===== src/rtl/multi_edge_sync_if.sv =====
// Bundle of the multi_edge_sync channel inputs and status outputs.
// The board/driver side uses master; the synchroniser uses slave.
interface multi_edge_sync_if #(
  parameter int unsigned CHANNELS  = 4,
  parameter int unsigned CNT_WIDTH = 8
);

  logic [CHANNELS-1:0]           async_in;
  logic [2*CHANNELS-1:0]         edge_mode;
  logic [CHANNELS-1:0]           count_clr;
  logic [CHANNELS-1:0]           sync_out;
  logic [CHANNELS-1:0]           edge_pulse;
  logic                          any_edge;
  logic [CHANNELS*CNT_WIDTH-1:0] edge_count;
  logic [CHANNELS-1:0]           overflow;

  modport master (
    output async_in, edge_mode, count_clr,
    input  sync_out, edge_pulse, any_edge, edge_count, overflow
  );

  modport slave (
    input  async_in, edge_mode, count_clr,
    output sync_out, edge_pulse, any_edge, edge_count, overflow
  );

endinterface


===== src/rtl/multi_edge_sync.sv =====
// Multi-channel async input front end: synchroniser chain, glitch filter,
// mode-selected edge pulses and a saturating per-channel event counter.
module multi_edge_sync #(
  parameter int unsigned CHANNELS      = 4,
  parameter int unsigned SYNC_STAGES   = 2,
  parameter int unsigned FILTER_CYCLES = 3,
  parameter int unsigned CNT_WIDTH     = 8
) (
  input  logic             clk50,
  input  logic             reset,
  multi_edge_sync_if.slave bus
);

  localparam int unsigned         FC_W    = $clog2(FILTER_CYCLES + 1);
  localparam logic [FC_W-1:0]     FC_LAST = FC_W'(FILTER_CYCLES - 1);
  localparam logic [CNT_WIDTH-1:0] CNT_MAX = '1;

  logic [SYNC_STAGES-1:0] sync_q [CHANNELS];
  logic [CHANNELS-1:0]    s_w;

  logic [FC_W-1:0]        fc_q [CHANNELS];
  logic [FC_W-1:0]        fc_d [CHANNELS];
  logic [CHANNELS-1:0]    f_q;
  logic [CHANNELS-1:0]    f_d;
  logic [CHANNELS-1:0]    pulse_q;
  logic [CHANNELS-1:0]    pulse_d;

  logic [CNT_WIDTH-1:0]   cnt_q [CHANNELS];
  logic [CNT_WIDTH-1:0]   cnt_d [CHANNELS];
  logic [CHANNELS-1:0]    ovf_q;
  logic [CHANNELS-1:0]    ovf_d;

  logic [CHANNELS*CNT_WIDTH-1:0] cnt_flat;

  // Plain flop chain per channel, nothing between stages
  always_ff @(posedge clk50 or posedge reset) begin
    if (reset) begin
      for (int i = 0; i < CHANNELS; i++) begin
        sync_q[i] <= '0;
      end
    end else begin
      for (int i = 0; i < CHANNELS; i++) begin
        sync_q[i] <= {sync_q[i][SYNC_STAGES-2:0], bus.async_in[i]};
      end
    end
  end

  always_comb begin
    s_w = '0;
    for (int i = 0; i < CHANNELS; i++) begin
      s_w[i] = sync_q[i][SYNC_STAGES-1];
    end
  end

  // Stability filter; the pulse is produced on the edge that updates f
  always_comb begin
    fc_d    = fc_q;
    f_d     = f_q;
    pulse_d = '0;
    for (int i = 0; i < CHANNELS; i++) begin
      if (s_w[i] == f_q[i]) begin
        fc_d[i] = '0;
      end else if (fc_q[i] == FC_LAST) begin
        f_d[i]     = s_w[i];
        fc_d[i]    = '0;
        pulse_d[i] = s_w[i] ? bus.edge_mode[2*i] : bus.edge_mode[2*i+1];
      end else begin
        fc_d[i] = fc_q[i] + FC_W'(1);
      end
    end
  end

  // Counter consumes the registered pulse; clear wins but keeps a coincident edge
  always_comb begin
    cnt_d = cnt_q;
    ovf_d = ovf_q;
    for (int i = 0; i < CHANNELS; i++) begin
      if (bus.count_clr[i]) begin
        cnt_d[i] = pulse_q[i] ? CNT_WIDTH'(1) : '0;
        ovf_d[i] = 1'b0;
      end else if (pulse_q[i]) begin
        if (cnt_q[i] == CNT_MAX) begin
          ovf_d[i] = 1'b1;
        end else begin
          cnt_d[i] = cnt_q[i] + CNT_WIDTH'(1);
        end
      end
    end
  end

  always_ff @(posedge clk50 or posedge reset) begin
    if (reset) begin
      for (int i = 0; i < CHANNELS; i++) begin
        fc_q[i]  <= '0;
        cnt_q[i] <= '0;
      end
      f_q     <= '0;
      pulse_q <= '0;
      ovf_q   <= '0;
    end else begin
      for (int i = 0; i < CHANNELS; i++) begin
        fc_q[i]  <= fc_d[i];
        cnt_q[i] <= cnt_d[i];
      end
      f_q     <= f_d;
      pulse_q <= pulse_d;
      ovf_q   <= ovf_d;
    end
  end

  always_comb begin
    cnt_flat = '0;
    for (int i = 0; i < CHANNELS; i++) begin
      cnt_flat[i*CNT_WIDTH +: CNT_WIDTH] = cnt_q[i];
    end
  end

  assign bus.sync_out   = f_q;
  assign bus.edge_pulse = pulse_q;
  assign bus.any_edge   = |pulse_q;
  assign bus.edge_count = cnt_flat;
  assign bus.overflow   = ovf_q;

endmodule


===== src/flat_wrapper.sv =====
// flat-port wrapper written by rule: the top's interface ports become plain ports
module multi_edge_sync_flat 
#(
  parameter int unsigned CHANNELS      = 4,
  parameter int unsigned SYNC_STAGES   = 2,
  parameter int unsigned FILTER_CYCLES = 3,
  parameter int unsigned CNT_WIDTH     = 8
)
  (clk50, reset, bus_async_in, bus_edge_mode, bus_count_clr, bus_sync_out, bus_edge_pulse, bus_any_edge, bus_edge_count, bus_overflow);
  multi_edge_sync_if #(.CHANNELS(CHANNELS), .CNT_WIDTH(CNT_WIDTH)) bus_i ();
  input  logic clk50;
  input  logic reset;
  input wire logic [$bits(bus_i.async_in)-1:0] bus_async_in;
  input wire logic [$bits(bus_i.edge_mode)-1:0] bus_edge_mode;
  input wire logic [$bits(bus_i.count_clr)-1:0] bus_count_clr;
  output wire logic [$bits(bus_i.sync_out)-1:0] bus_sync_out;
  output wire logic [$bits(bus_i.edge_pulse)-1:0] bus_edge_pulse;
  output wire logic [$bits(bus_i.any_edge)-1:0] bus_any_edge;
  output wire logic [$bits(bus_i.edge_count)-1:0] bus_edge_count;
  output wire logic [$bits(bus_i.overflow)-1:0] bus_overflow;
  assign bus_i.async_in = bus_async_in;
  assign bus_i.edge_mode = bus_edge_mode;
  assign bus_i.count_clr = bus_count_clr;
  assign bus_sync_out = bus_i.sync_out;
  assign bus_edge_pulse = bus_i.edge_pulse;
  assign bus_any_edge = bus_i.any_edge;
  assign bus_edge_count = bus_i.edge_count;
  assign bus_overflow = bus_i.overflow;
  multi_edge_sync #(.CHANNELS(CHANNELS), .SYNC_STAGES(SYNC_STAGES), .FILTER_CYCLES(FILTER_CYCLES), .CNT_WIDTH(CNT_WIDTH)) u_core (.clk50(clk50), .reset(reset), .bus(bus_i));
endmodule

===== config.mk =====
export PLATFORM = sky130hd
export DESIGN_NAME = multi_edge_sync_flat
export DESIGN_NICKNAME = d
export VERILOG_FILES = /design/src/rtl/multi_edge_sync_if.sv /design/src/rtl/multi_edge_sync.sv /design/src/flat_wrapper.sv
export SDC_FILE = /design/constraint.sdc
export NUM_CORES = 1
export LEC_CHECK = 0
export CORE_MARGIN = 2
export CORE_UTILIZATION = 55
export DETAILED_ROUTE_END_ITERATION = 10
export GPL_TIMING_DRIVEN = 0
export HOLD_SLACK_MARGIN = 0.08
export PLACE_DENSITY = 0.85
export SLEW_MARGIN = 20
export SYNTH_ARGS = -nofsm -noshare
export SYNTH_HDL_FRONTEND = slang
export SYNTH_SLANG_ARGS = --single-unit

===== constraint.sdc =====
create_clock -name clk50 -period 2.8 [get_ports clk50]
set_input_delay 0.42 -clock clk50 [delete_from_list [all_inputs] [get_ports clk50]]
set_output_delay 0.42 -clock clk50 [all_outputs]
set_load 0.01 [all_outputs]

==> metrics.md, run 1 <==
| Metric | Value |
|---|---|
| Worst setup margin | `489 ps` |
| Hold-fix buffers, CTS | `0` |
| Worst r2r src | `u_core.bus.edge_count[0]$_DFFE_PP0P_` |
| Post-place setup slack | `826 ps` |
| Antenna Violating Nets Remaining | `0` |
| Synth top area share | `0.506` |
| # rows | `26` |
| Synth area leaders | `dfrtp_1, mux2_2, nor2b_1` |
| Multi-input logic area | `0.00137 sq mm` |
| Post-CTS sizing | `0` |
| Min-delay src | `u_core.sync_q[6]$_DFF_PP0_` |
| Critical-path cell list | `buf_4, or4_1, clkdlybuf4s50_1` |
| Clk sink count | `60` |
| Post-synthesis register bit count | `60` |
| Final hold slack | `348 ps` |
| Max VDD drop | `0.000377 V` |
| Via/cell ratio | `5.70` |
| Routability-driven placement congestion ratio | `0.833` |
| R2R Setup Slk | `around 1100 ps` |
| Die ar. | `0.00600 sq mm` |
| Pin count of the biggest net entering global routing | `between 40 and 50` |
| Vias in the first global route | `roughly 2300` |
| Fillers | `roughly 360` |
| Largest area contributor in the netlist | `dfrtp_1` |
| Worst Setup Start Kind | `flop` |
| Buffers and inverters on the worst path | `2` |
| Core footprint | `0.00517 sq mm` |
| CP max stage cell | `or4_1` |
| Initial Utilization | `0.574` |
| Synthesized instance count | `278` |
| CP Capture Type | `output pin` |
| CP top delay family | `buffers and inverters` |
| Die Ht | `77.5 um` |
| Worst min path class | `flop to flop` |
| IO Count | `63` |
| Num CTS Buffers | `9` |
| RSZ-0062 raised after global routing | `false` |
| Synth cell count leaders | `dfrtp_1, nand2_1, nor3_1, a21oi_1, nor2_1` |
| CP peak stage delay | `between 500 and 600 ps` |
| Grt total ovfl | `0` |
| # DRC | `0` |
| Clock root buffer | `clkbuf_8` |
| Most frequent cell after synthesis | `dfrtp_1` |
| Cell total after placement | `just over 400` |
| Tcrit/Tclk final | `0.825` |
| Avg Cell Area, Syn | `between 10 and 15 sq um` |
| Starting DRT DRC Count | `120` |
| Dpl cell area | `between 0.003 and 0.004 sq mm` |
| Post-synthesis async set-or-reset flop share | `1.00` |
| Post-CTS Setup Inserts | `0` |
| Mapped Nets | `300` |
| Buffers on Ports | `62` |
| Total Power | `2.12 mW` |
| Top_reg_cell synth | `dfrtp_1` |
| Worst-margin pin slew | `417 ps` |
| Worst reg2reg path endpoint | `u_core.bus.edge_count[5]$_DFFE_PP0P_` |
| Finished Cell Area | `0.00387 sq mm` |
| WP data arrival | `1890 ps` |
| Clk buf depth | `2` |
| Drt wl/cell | `14.1 um` |
| Die W | `around 77 um` |
| Max_cap viols | `0` |
| Yosys warns | `0` |
| Fin. Hold Viols | `0` |
| Syn Std Cell Area | `0.00297 sq mm` |
| Final cell count without fillers | `427` |
| Wire length of the first global-routing pass | `10300 um` |
| Worst-Skew Late Latency | `330 ps` |
| Layout cells sized above 1 | `0.123` |
| H-tree Lvls | `3` |
| N_diodes | `0` |
| Tot GR Track Use | `0.214` |
| Critical path class | `flop to output pin` |
| FMAX | `433 MHz` |
| Initial DRT Pass Iterations | `4` |
| Via count | `2434` |
| Antenna violations before repair | `0` |
| Final TNS setup | `0 ps` |
| Final setup viols | `0` |
| Seq/Total Area, Yosys | `0.506` |
| Register clock-pin slew on the reported worst setup and hold paths | `about 60 ps` |
| P&R area growth vs syn | `30.3%` |
| Post-route minimum period | `2310 ps` |
| EDFF count, synth | `0` |
| NumNets Final | `374` |
| Status | `finished clean` |
| Max transition margin | `0.722` |
| Seq. cell area | `0.00150 sq mm` |
| Worst path required time | `2380 ps` |
| Clock skew | `roughly 11 ps` |
| Worst Reg-to-Reg Cells | `4` |
| Hold path depth | `0` |
| CTS tree | `built` |
| Hold Path End | `u_core.s_w[0]$_DFF_PP0_` |
| Leak pwr | `roughly 1.6 nW` |
| Final core occ | `0.748` |
| Routed WL | `around 6000 um` |
| Slew Viols, Final | `0` |
| PD cells | `547 mW/mm^2` |
| Number of distinct library cells after synthesis | `48` |
| Max Fanout on Critical Path | `10` |
| HPWL Detailed | `4290 um` |
[worst max path at each step]
stage          cells past startpoint                          startpoint                                     to  slack, ps
3_3_place_gp                       2                               reset  u_core.bus.edge_count[24]$_DFFE_PP0P_       -170
4_1_cts                            3  u_core.bus.edge_pulse[3]$_DFF_PP0_                           bus_any_edge        470
3_5_place_dp                       3  u_core.bus.edge_pulse[3]$_DFF_PP0_                           bus_any_edge        830
2_1_floorplan                      1                               reset   u_core.bus.edge_count[0]$_DFFE_PP0P_        900
5_1_grt                            3  u_core.bus.edge_pulse[3]$_DFF_PP0_                           bus_any_edge        400
6_report                           3  u_core.bus.edge_pulse[3]$_DFF_PP0_                           bus_any_edge        490
[metal layers]
metal / wire (um) / vias to the layer above / GRT usage
li1: - / 1172 / -
met5: 0 / - / 0
met3: 313 / 2 / 0.0605
met4: 25 / 0 / 0.0750
met1: 2690 / 1188 / 0.275
met2: 2990 / 72 / 0.347
[placed cells by master, fill, tap and decap left out, drive strengths merged, types with 2 or more instances in the layout]
cell	n
o21ai	6
a21oi	19
and2	4
ha	4
a311oi	2
nand3	5
nand3b	6
clkbuf	20
a211oi	9
dfrtp	60
nor2	15
and4	5
nor2b	14
nand2	17
a31oi	5
and3	9
nand4	10
xnor2	4
nor3b	4
nand2b	6
o21bai	2
buf	6
clkdlybuf4s50	62
a21boi	3
nor3	17
nor4bb	2
inv	6
mux2	13
o21ba	2
mux2i	4
clkinv	2
a41oi	4
[flip-flops by register name (all words and copies together), names as in the netlist]
register and cells:
u_core.bus.edge_count 32, u_core.bus.edge_pulse 4, u_core.bus.overflow 4, u_core.bus.sync_out 4
u_core.fc_q 8, u_core.s_w 4, u_core.sync_q 4
[logic make-up after synthesis]
logic type      synth area share
simple gates               0.229
xor+xnor                  0.0118
fa+ha+maj                 0.0169
flops                      0.506
compound gates             0.136
mux                       0.0691
buf+inv                   0.0316
[worst reg2reg max path, cell delays in order (launching register included)]
cell	delay, ps
dfrtp_1	430
ha_1	280
and3_1	270
a211oi_2	270
mux2_4	320
[power breakdown]
| group | internal (mW) | switching, mW | total (mW) |
|---|---|---|---|
| registers | 0.969 | 0.100 | 1.07 |
| clock network | 0.344 | 0.310 | 0.654 |
| logic | 0.233 | 0.161 | 0.395 |
| total | 1.55 | 0.572 | 2.12 |
[area by class of cell]
cell class,instances,area share
Buffer,11,0.0184
Timing Repair Buffer,63,0.167
Sequential cell,60,0.388
Inverter,6,0.00647
Clock buffer,14,0.0394
Tap cell,70,0.0226
Multi-Input combinational cell,201,0.355
Clock inverter,2,0.00259
Note: power is estimated with default switching activity, not from simulation.
==> inputs of run 2 (changes only) <==
--- a/config.mk
+++ b/config.mk
@@ -6,11 +6,11 @@
 export NUM_CORES = 1
 export LEC_CHECK = 0
 export CORE_MARGIN = 2
-export CORE_UTILIZATION = 55
+export CORE_UTILIZATION = 51
 export DETAILED_ROUTE_END_ITERATION = 10
 export GPL_TIMING_DRIVEN = 0
 export HOLD_SLACK_MARGIN = 0.08
-export PLACE_DENSITY = 0.85
+export PLACE_DENSITY = 0.8
 export SLEW_MARGIN = 20
 export SYNTH_ARGS = -nofsm -noshare
 export SYNTH_HDL_FRONTEND = slang
==> constraint.sdc (replaced) <==
create_clock -name clk50 -period 2.32 [get_ports clk50]
set_input_delay 0.348 -clock clk50 [delete_from_list [all_inputs] [get_ports clk50]]
set_output_delay 0.348 -clock clk50 [all_outputs]
set_load 0.01 [all_outputs]
==> run 2 against run 1 <==
Against the previous run:
- power is 26% higher
- first-iteration DRC count decreased by 14%
- sequential share of layout area down 0.35 points
- clock power is 39% higher
- global-route usage decreased by 0.22 points
- sequential cell count unchanged
- die area is 7.4% higher
- via count shrank 1.0%
- non-clock buffer count unchanged
- utilization decreased by 4.8 points
- critical path depth stayed put
==> metrics.md, run 2 (synthesized netlist as in run 1, its figures left out) <==
| Metric | Value |
|---|---|
| Status | `finished clean` |
| Final TNS setup | `0 ps (unchanged)` |
| Grt total ovfl | `0 (unchanged)` |
| Drt wl/cell | `14.4 um (+1.9%)` |
| Final setup viols | `0 (unchanged)` |
| Die ar. | `0.00645 sq mm (+7.4%)` |
| Fillers | `458 (+26%)` |
| Via/cell ratio | `5.62 (-1.5%)` |
| Clk sink count | `60 (unchanged)` |
| Sw frac | `0.259 (-0.0106)` |
| Die W | `80.3 um (+3.6%)` |
| Wire length of the first global-routing pass | `10600 um (+3.5%)` |
| Initial Utilization | `0.533 (-0.0414)` |
| Cell total after placement | `413 (+0.49%)` |
| Max transition margin | `0.713 (-0.00908)` |
| Worst-Skew Late Latency | `320 ps (about the same)` |
| Core footprint | `0.00557 sq mm (+7.8%)` |
| Post-CTS Setup Inserts | `0 (unchanged)` |
| Layout cells sized above 1 | `0.129 (+0.00560)` |
| H-tree Lvls | `3 (unchanged)` |
| Clk buf depth | `2 (unchanged)` |
| Multi-input logic area | `0.00137 sq mm (unchanged)` |
| FMAX | `518 MHz` |
| N_diodes | `0 (unchanged)` |
| RSZ-0062 raised after global routing | `false` |
| Tcrit/Tclk final | `0.831` |
| Clock skew | `8.22 ps (-2.50 ps)` |
| Post-route minimum period | `1930 ps` |
| Routed WL | `6160 um (+2.4%)` |
| Worst Setup Start Kind | `flop` |
| Clock root buffer | `clkbuf_8` |
| CP Capture Type | `output pin` |
| Worst setup margin | `391 ps (-98.5 ps)` |
| PD cells | `686 mW/mm^2 (+25%)` |
| Most frequent cells in the layout | `clkdlybuf4s50_1, dfrtp_1, nand2_1, nor3_1, a21oi_1` |
| Final cell count without fillers | `429 (+0.47%)` |
| Seq. cell area | `0.00150 sq mm (unchanged)` |
| Dpl cell area | `0.00370 sq mm (-0.14%)` |
| Flop pwr share | `0.484 (-0.021)` |
| Antenna violations before repair | `0 (unchanged)` |
| Post-place setup slack | `383 ps (-443 ps)` |
| HPWL Detailed | `4300 um (+0.24%)` |
| Clk pwr share | `0.340 (+0.031)` |
| Max Fanout on Critical Path | `10 (unchanged)` |
| Max FFs per register | `32 (unchanged)` |
| WP data arrival | `1580 ps (-310 ps)` |
| Antenna Violating Nets Remaining | `0 (unchanged)` |
| Register clock-pin slew on the reported worst setup and hold paths | `70 ps (about the same)` |
| Leak pwr | `1.67 nW (+2.0%)` |
| NumNets Final | `374 (unchanged)` |
| Internal power | `1.98 mW (+28%)` |
| Worst min path class | `primary input to asynchronous set/reset pin` |
| Max_cap viols | `0 (unchanged)` |
| CTS tree | `built` |
| Pin count of the biggest net entering global routing | `35 (-27%)` |
| # DRC | `0 (unchanged)` |
| Starting DRT DRC Count | `103 (-14%)` |
| Worst-margin pin slew | `431 ps (+13.6 ps)` |
| P&R area growth vs syn | `31.5%` |
| Via count | `2409 (-1.0%)` |
| Buffers on Ports | `62 (unchanged)` |
| IO Count | `63 (unchanged)` |
| Finished Cell Area | `0.00391 sq mm (+0.91%)` |
| # rows | `27 (+3.8%)` |
| Num CTS Buffers | `9 (unchanged)` |
| Die Ht | `80.3 um (+3.6%)` |
| Gate power share | `0.175 (-0.011)` |
| Commonest non-fill, non-tap cell in the layout | `clkdlybuf4s50_1` |
| Max VDD drop | `0.000480 V (+27%)` |
| Initial DRT Pass Iterations | `4 (unchanged)` |
| Switching pwr | `0.694 mW (+21%)` |
| Routability-driven placement congestion ratio | `0.798 (-4.1%)` |
| Vias in the first global route | `2347 (+0.90%)` |
| Slew Viols, Final | `0 (unchanged)` |
| Fin. Hold Viols | `0 (unchanged)` |
| Critical path class | `flop to output pin` |
| Tot GR Track Use | `0.211 (-0.00216)` |
| Worst path required time | `1970 ps (-410 ps)` |
run 2: path summary, 6_finish.rpt:
path | startpoint | end | slack, ps | cells after the start
worst min register to register | u_core.sync_q[4]$_DFF_PP0_ | u_core.s_w[1]$_DFF_PP0_ | 350 | 0
worst max-delay path | u_core.bus.edge_pulse[3]$_DFF_PP0_ | bus_any_edge | 390 | 3
min in group clk50 | u_core.sync_q[4]$_DFF_PP0_ | u_core.s_w[1]$_DFF_PP0_ | 350 | 0
max in group asynchronous | reset | u_core.bus.edge_count[30]$_DFFE_PP0P_ | 1480 | 3
worst max register to register | u_core.bus.edge_count[8]$_DFFE_PP0P_ | u_core.bus.edge_count[13]$_DFFE_PP0P_ | 620 | 4
worst min-delay path | reset | u_core.bus.edge_count[2]$_DFFE_PP0P_ | 350 | 2
run 2: stage by stage:
| step | util | hold WS [ps] | power, mW |
|---|---|---|---|
| finish | 0.701 | 350 | 2.68 |
| global route | 0.701 | 352 | 2.82 |
| detailed placement | 0.664 | 345 | 1.79 |
| global placement | 0.660 | 332 | 1.77 |
| CTS | 0.700 | 352 | 2.72 |
| floorplan | - | 331 | 1.56 |
run 2: what timing repair did:
action                     CTS  global route
hold buffers                 0             0
gates resized for setup      0             1
setup endpoints to repair    0             1
run 2: worst max-delay path, cell delays in order, from the launching register on:
cell and delay, ps:
dfrtp_1 390, buf_4 180, or4_1 510, dlymetal6s2s_1 190
run 2: layout make-up:
cell class | instances | share of cell area
Tap cell | 72 | 0.0231
Multi-Input combinational cell | 201 | 0.352
Inverter | 6 | 0.00641
Clock buffer | 16 | 0.0513
Timing Repair Buffer | 63 | 0.165
Sequential cell | 60 | 0.384
Buffer | 11 | 0.0183
run 2: power by group through the flow:
stage	combinational, mW	clock [mW]	sequential [mW]
6_report	0.470	0.911	1.30
5_1_grt	0.522	0.981	1.32
4_1_cts	0.481	0.940	1.30
3_5_place_dp	0.478	0	1.31
3_3_place_gp	0.462	0	1.31
2_1_floorplan	0.244	0	1.31
run 2: routing by layer:
| metal | global-route usage | share of wire |
|---|---|---|
| met1 | 0.296 | 0.46 |
| met2 | 0.320 | 0.49 |
| met3 | 0.0416 | 0.040 |
| met4 | 0.0932 | 0.0067 |
| met5 | 0 | 0 |
==> inputs of run 3 (changes only) <==
--- a/config.mk
+++ b/config.mk
@@ -6,11 +6,11 @@
 export NUM_CORES = 1
 export LEC_CHECK = 0
 export CORE_MARGIN = 2
-export CORE_UTILIZATION = 51
+export CORE_UTILIZATION = 46
 export DETAILED_ROUTE_END_ITERATION = 10
 export GPL_TIMING_DRIVEN = 0
 export HOLD_SLACK_MARGIN = 0.08
-export PLACE_DENSITY = 0.8
+export PLACE_DENSITY = 0.76
 export SLEW_MARGIN = 20
 export SYNTH_ARGS = -nofsm -noshare
 export SYNTH_HDL_FRONTEND = slang
==> constraint.sdc (replaced) <==
create_clock -name clk50 -period 1.6 [get_ports clk50]
set_input_delay 0.24 -clock clk50 [delete_from_list [all_inputs] [get_ports clk50]]
set_output_delay 0.24 -clock clk50 [all_outputs]
set_load 0.01 [all_outputs]
==> run 3 against run 2 <==
Against the previous run:
- the run now ends with setup timing left
- global-route usage is 2.1 points lower
- largest power group unchanged
- sequential power grew 45%
- non-clock buffer count rose by 23
- via count rose by 6.0%
- final area is 6.8% higher
- die area increased by 10%
- hold slack worse by 12 ps
- worst setup slack lost 520 ps
- critical path depth did not move
- sequential cell count unchanged
- sequential share of layout area fell by 1.7 points
==> metrics.md, run 3 (synthesized netlist as in run 1, its figures left out) <==
| Metric | Value |
|---|---|
| Commonest non-fill, non-tap cell in the layout | `clkdlybuf4s50_1` |
| # DRC | `0 (unchanged)` |
| WP data arrival | `1490 ps (-90 ps)` |
| Num CTS Buffers | `9 (unchanged)` |
| Max_cap viols | `0 (unchanged)` |
| Internal power | `2.87 mW (+45%)` |
| CTS tree | `built` |
| Dpl cell area | `0.00371 sq mm (+0.30%)` |
| Worst min path class | `primary input to asynchronous set/reset pin` |
| Cell total after placement | `418 (+1.2%)` |
| Worst setup margin | `-130 ps (-521 ps)` |
| Most frequent cells in the layout | `clkdlybuf4s50_1, dfrtp_1, dfrtp_2, buf_4` |
| # rows | `29 (+7.4%)` |
| Antenna violations before repair | `0 (unchanged)` |
| Slew Viols, Final | `0 (unchanged)` |
| Tot GR Track Use | `0.191 (-0.0205)` |
| Drt wl/cell | `14.5 um (+1.3%)` |
| Max Fanout on Critical Path | `2 (-8)` |
| Final core occ | `0.660 (-0.0402)` |
| Clk pwr share | `0.319 (-0.021)` |
| Via count | `2554 (+6.0%)` |
| Clk sink count | `60 (unchanged)` |
| P&R area growth vs syn | `40.4%` |
| Layout cells sized above 1 | `0.261 (+0.132)` |
| Die Ht | `84.3 um (+5.0%)` |
| Clk buf depth | `2 (unchanged)` |
| Gate power share | `0.202 (+0.027)` |
| Post-route minimum period | `1730 ps` |
| H-tree Lvls | `3 (unchanged)` |
| Clock root buffer | `clkbuf_8` |
| Grt total ovfl | `0 (unchanged)` |
| Worst-Skew Late Latency | `330 ps (about the same)` |
| NumNets Final | `397 (+6.1%)` |
| Critical path class | `flop to output pin` |
| Leak pwr | `1.80 nW (+8.0%)` |
| Post-place setup slack | `-211 ps (-594 ps)` |
| Total Power | `3.93 mW (+47%)` |
| Buffers on Ports | `62 (unchanged)` |
| Clock skew | `4.63 ps (-3.59 ps)` |
| Wire length of the first global-routing pass | `11000 um (+3.0%)` |
| Pin count of the biggest net entering global routing | `34 (-2.9%)` |
| Switching pwr | `1.06 mW (+52%)` |
| Final hold slack | `338 ps (-12.4 ps)` |
| Tcrit/Tclk final | `1.08` |
| N_diodes | `0 (unchanged)` |
| Sw frac | `0.270 (+0.0104)` |
| Max FFs per register | `32 (unchanged)` |
| Status | `finished with violations` |
| Antenna Violating Nets Remaining | `0 (unchanged)` |
| Routability-driven placement congestion ratio | `0.787 (-1.4%)` |
| Final cell count without fillers | `457 (+6.5%)` |
| Routed WL | `6650 um (+7.9%)` |
| Core footprint | `0.00631 sq mm (+13%)` |
| Vias in the first global route | `2388 (+1.7%)` |
| IO Count | `63 (unchanged)` |
| Worst path required time | `1360 ps (-610 ps)` |
| Die W | `84.3 um (+5.0%)` |
| HPWL Detailed | `4240 um (-1.3%)` |
| Worst Setup Start Kind | `flop` |
| Flop pwr share | `0.479 (-0.005)` |
| Max transition margin | `0.576 (-0.137)` |
| Finished Cell Area | `0.00417 sq mm (+6.8%)` |
| Register clock-pin slew on the reported worst setup and hold paths | `60 ps (about the same)` |
| Max VDD drop | `0.000827 V (+72%)` |
| Final TNS setup | `-130 ps (-130 ps)` |
| RSZ-0062 raised after global routing | `true` |
| Initial Utilization | `0.470 (-0.0624)` |
| FMAX | `just under 600 MHz` |
| Fin. Hold Viols | `0 (unchanged)` |
| CP Capture Type | `output pin` |
| Final setup viols | `1 (+1)` |
| Failing checks | `setup timing` |
| PD cells | `942 mW/mm^2 (+37%)` |
| Die ar. | `0.00711 sq mm (+10%)` |
| Via/cell ratio | `5.59 (-0.48%)` |
| Initial DRT Pass Iterations | `4 (unchanged)` |
| Worst-margin pin slew | `634 ps (+204 ps)` |
| Starting DRT DRC Count | `95 (-7.8%)` |
## run 3: final cells by class
type	count	area [sq um]
fill	518	2140
sequential	60	1530
multi-input combinational	201	1410
timing repair buffer	86	840
clock buffer	15	176
tap	77	96.3
buffer	11	83.8
inverter	6	26.3
clock inverter	1	5.00
## run 3: what timing repair did
action	4_1_cts	5_1_grt
hold buffers	0	0
pin swaps	1	2
endpoints found under the setup margin	21	26
setup buffers	7	16
gates resized for setup	29	15
gates cloned	0	0
## run 3: metal layers
| layer | share of wire | track usage | wire, um | up-vias |
|---|---|---|---|---|
| met2 | 0.48 | 0.289 | 3200 | 74 |
| met3 | 0.050 | 0.0521 | 330 | 9 |
| met4 | 0.015 | 0.0866 | 98 | 0 |
| met5 | 0 | 0 | 0 | - |
| met1 | 0.45 | 0.258 | 3020 | 1255 |
| li1 | - | - | - | 1216 |
## run 3: power by group through the flow
stage	sequential, mW	clock (mW)	combinational (mW)
CTS	1.88	1.29	0.763
global placement	1.89	0	0.669
floorplan	1.91	0	0.355
global route	1.91	1.38	0.865
finish	1.88	1.25	0.791
detailed placement	1.91	0	0.698
## run 3: worst paths after layout
check	from	to	slack, ps	depth (start not counted)
setup / recovery	u_core.bus.edge_pulse[3]$_DFF_PP0_	bus_any_edge	-130	3
hold / removal	reset	u_core.sync_q[0]$_DFF_PP0_	340	2
setup reg to reg	u_core.bus.edge_count[8]$_DFFE_PP0P_	u_core.bus.edge_count[13]$_DFFE_PP0P_	50	4
hold reg to reg	u_core.sync_q[2]$_DFF_PP0_	u_core.s_w[2]$_DFF_PP0_	350	0
max in group asynchronous	reset	u_core.bus.edge_count[19]$_DFFE_PP0P_	690	3
min in group clk50	bus_async_in[3]	u_core.sync_q[0]$_DFF_PP0_	350	1
## run 3: worst max-delay path, cell delays in order (launching register included)
cell and delay [ps]:
dfrtp_1 390, buf_6 120, or4_4 520, buf_6 140
==> patch, RTL diff (flow settings as in run 3) <==
Take the reset off `f_q` and load it in a clocked block of its own.
--- a/src/rtl/multi_edge_sync.sv
+++ b/src/rtl/multi_edge_sync.sv
@@ -96,3 +96,2 @@
       end
-      f_q     <= '0;
       pulse_q <= '0;
@@ -104,3 +103,2 @@
       end
-      f_q     <= f_d;
       pulse_q <= pulse_d;
@@ -108,2 +106,6 @@
     end
+  end
+
+  always_ff @(posedge clk50) begin
+    f_q <= f_d;
   end
Check against the original RTL: differs if reset is asserted again (counterexample within 10 cycles, from zero or initial values and one cycle with reset high); with reset held inactive, the same outputs for 10 cycles.
==> patch against run 3 <==
Critical path depth stayed put; design area is 7.5% lower; fmax is 2.4% lower; the flow still finishes with violations (setup timing); routed wire length is 5.9% lower; core utilization is 0.88 points lower; worst setup slack worse by 0.042 ns; sequential cell count stayed put; synthesized area is 4.7% lower.
Power is not compared: it rests on default switching activity, and its combinational part moved more than twofold at a synthesized area within 25%.
==> patch: results (changes against run 3) <==
- DP Wirelength: 4310 um (was 4240 um)
- Final WL: 6260 um (was 6650 um)
- Total GRT Usage: 0.199 (was 0.191)
- Final setup violation count: 1 (unchanged)
- FFs w/ async S/R, synth: 0.933 (was 1.00)
- Nets: 361 (was 397)
- Worst Skew: 0.0107 ns (was 0.00463 ns)
- Port Buf Inserts: 61 (was 62)
- Met3 Use GR: 0.0489 (was 0.0521)
- Outcome: finished with violations (unchanged)
- Met1 usage in global routing: 0.247 (was 0.258)
- Pin count of the biggest net entering global routing: 35 (was 34)
- Vias in the first global route: 2277 (was 2388)
- Setup WS post-layout: -0.172 ns (was -0.130 ns)
- Failing checks: setup timing (unchanged)
- GPL Wtd Cong: 0.785 (was 0.787)
- Setup_tns: -0.172 ns (was -0.130 ns)
- Post-synth EDFFs: 4 (was 0)
- Crit path DAT: 1.53 ns (was 1.49 ns)
- Most frequent cells after synthesis: 56 x dfrtp_1, 17 x nor3_1, 15 x a21oi_1 (was 60 x dfrtp_1, 17 x nand2_1, 17 x nor3_1)
- Share of cells above drive strength 1: 0.172 (was 0.261)
- Synthesized net count: 281 (was 300)
- Post-synthesis sequential area ratio: 0.538 (was 0.506)
- Dpl cells: 396 (was 418)
- DRT iter0 DRCs: 84 (was 95)
- Layout filler cell count: 469 (was 518)
## patch: changes by cell type after synthesis, moves of 5 or more
cell	before	now
nor3b_1	4	10
mux2_2	8	0
nand2_1	17	8
o21ai_0	6	1
a31oi_1	5	12
nor2b_1	14	9
## patch: area by class of cell
cell class,instances,area [sq um],share of cell area
Timing Repair Buffer,69,696,0.180
Buffer,13,86.3,0.0224
Sequential cell,60,1540,0.400
Tap cell,75,93.8,0.0243
Multi-Input combinational cell,178,1230,0.319
Inverter,8,33.8,0.00876
Clock inverter,2,10.0,0.00259
Clock buffer,14,163,0.0422
## patch: power groups by stage
| stage | registers (uW) | clock network [uW] | logic (uW) |
|---|---|---|---|
| 2_1_floorplan | 1640 | 0 | 108 |
| 3_3_place_gp | 1650 | 0 | 209 |
| 3_5_place_dp | 1650 | 0 | 223 |
| 4_1_cts | 1620 | 1240 | 233 |
| 5_1_grt | 1620 | 1300 | 254 |
| 6_report | 1620 | 1200 | 229 |
## patch: kinds of logic (layout without fill, tap and decap cells)
family	count (synthesis)	after routing	synth area share
AO/OA/AOI/OAI	55	55	0.138
XOR/XNOR	4	4	0.0124
buffers and inverters	21	106	0.0341
multiplexers	12	12	0.0456
flip-flops	60	60	0.538
AND/OR/NAND/NOR	103	103	0.215
adder cells (fa/ha/maj)	4	4	0.0177
## patch: timing repair
action | CTS | global route
resized for setup | 24 | 16
buffers inserted | 3 | 4
setup endpoints to repair | 12 | 18
## patch: final timing paths
check                                                  endpoint  slack [ns]  cells after the start
setup / recovery                                   bus_any_edge       -0.17                      3
min in group clk50           u_core.bus.overflow[0]$_DFFE_PP0P_        0.31                      2
max in group asynchronous  u_core.bus.edge_count[0]$_DFFE_PP0P_        0.76                      3
setup reg to reg           u_core.bus.edge_count[3]$_DFFE_PP0P_        0.05                      4
hold / removal               u_core.bus.overflow[1]$_DFFE_PP0P_        0.29                      2
hold reg to reg                         u_core.s_w[2]$_DFF_PP0_        0.35                      0
## patch: metal layers
| layer | vias to the layer above | share of wire | wire length [um] |
|---|---|---|---|
| li1 | 1135 | - | - |
| met1 | 1160 | 0.44 | 2730 |
| met2 | 74 | 0.49 | 3050 |
| met3 | 9 | 0.059 | 372 |
| met4 | 0 | 0.016 | 102 |
| met5 | - | 0 | 0 |
## patch: critical path, stage by stage (launching register included)
cell and delay [ns]:
dfrtp_1 0.40, clkbuf_8 0.17, or4_4 0.49, buf_6 0.14
## patch: per-stage QoR
step                      total power, uW  setup slack (ns)  area [sq um]   util
after floorplan                      1750            0.0650          2830      -
after global placement               1850            -0.318          3540  0.597
after detailed placement             1870            -0.316          3560  0.601
after CTS                            3090            -0.182          3790  0.640
after global routing                 3180            -0.209          3860  0.652
final                                3050            -0.172          3860  0.652
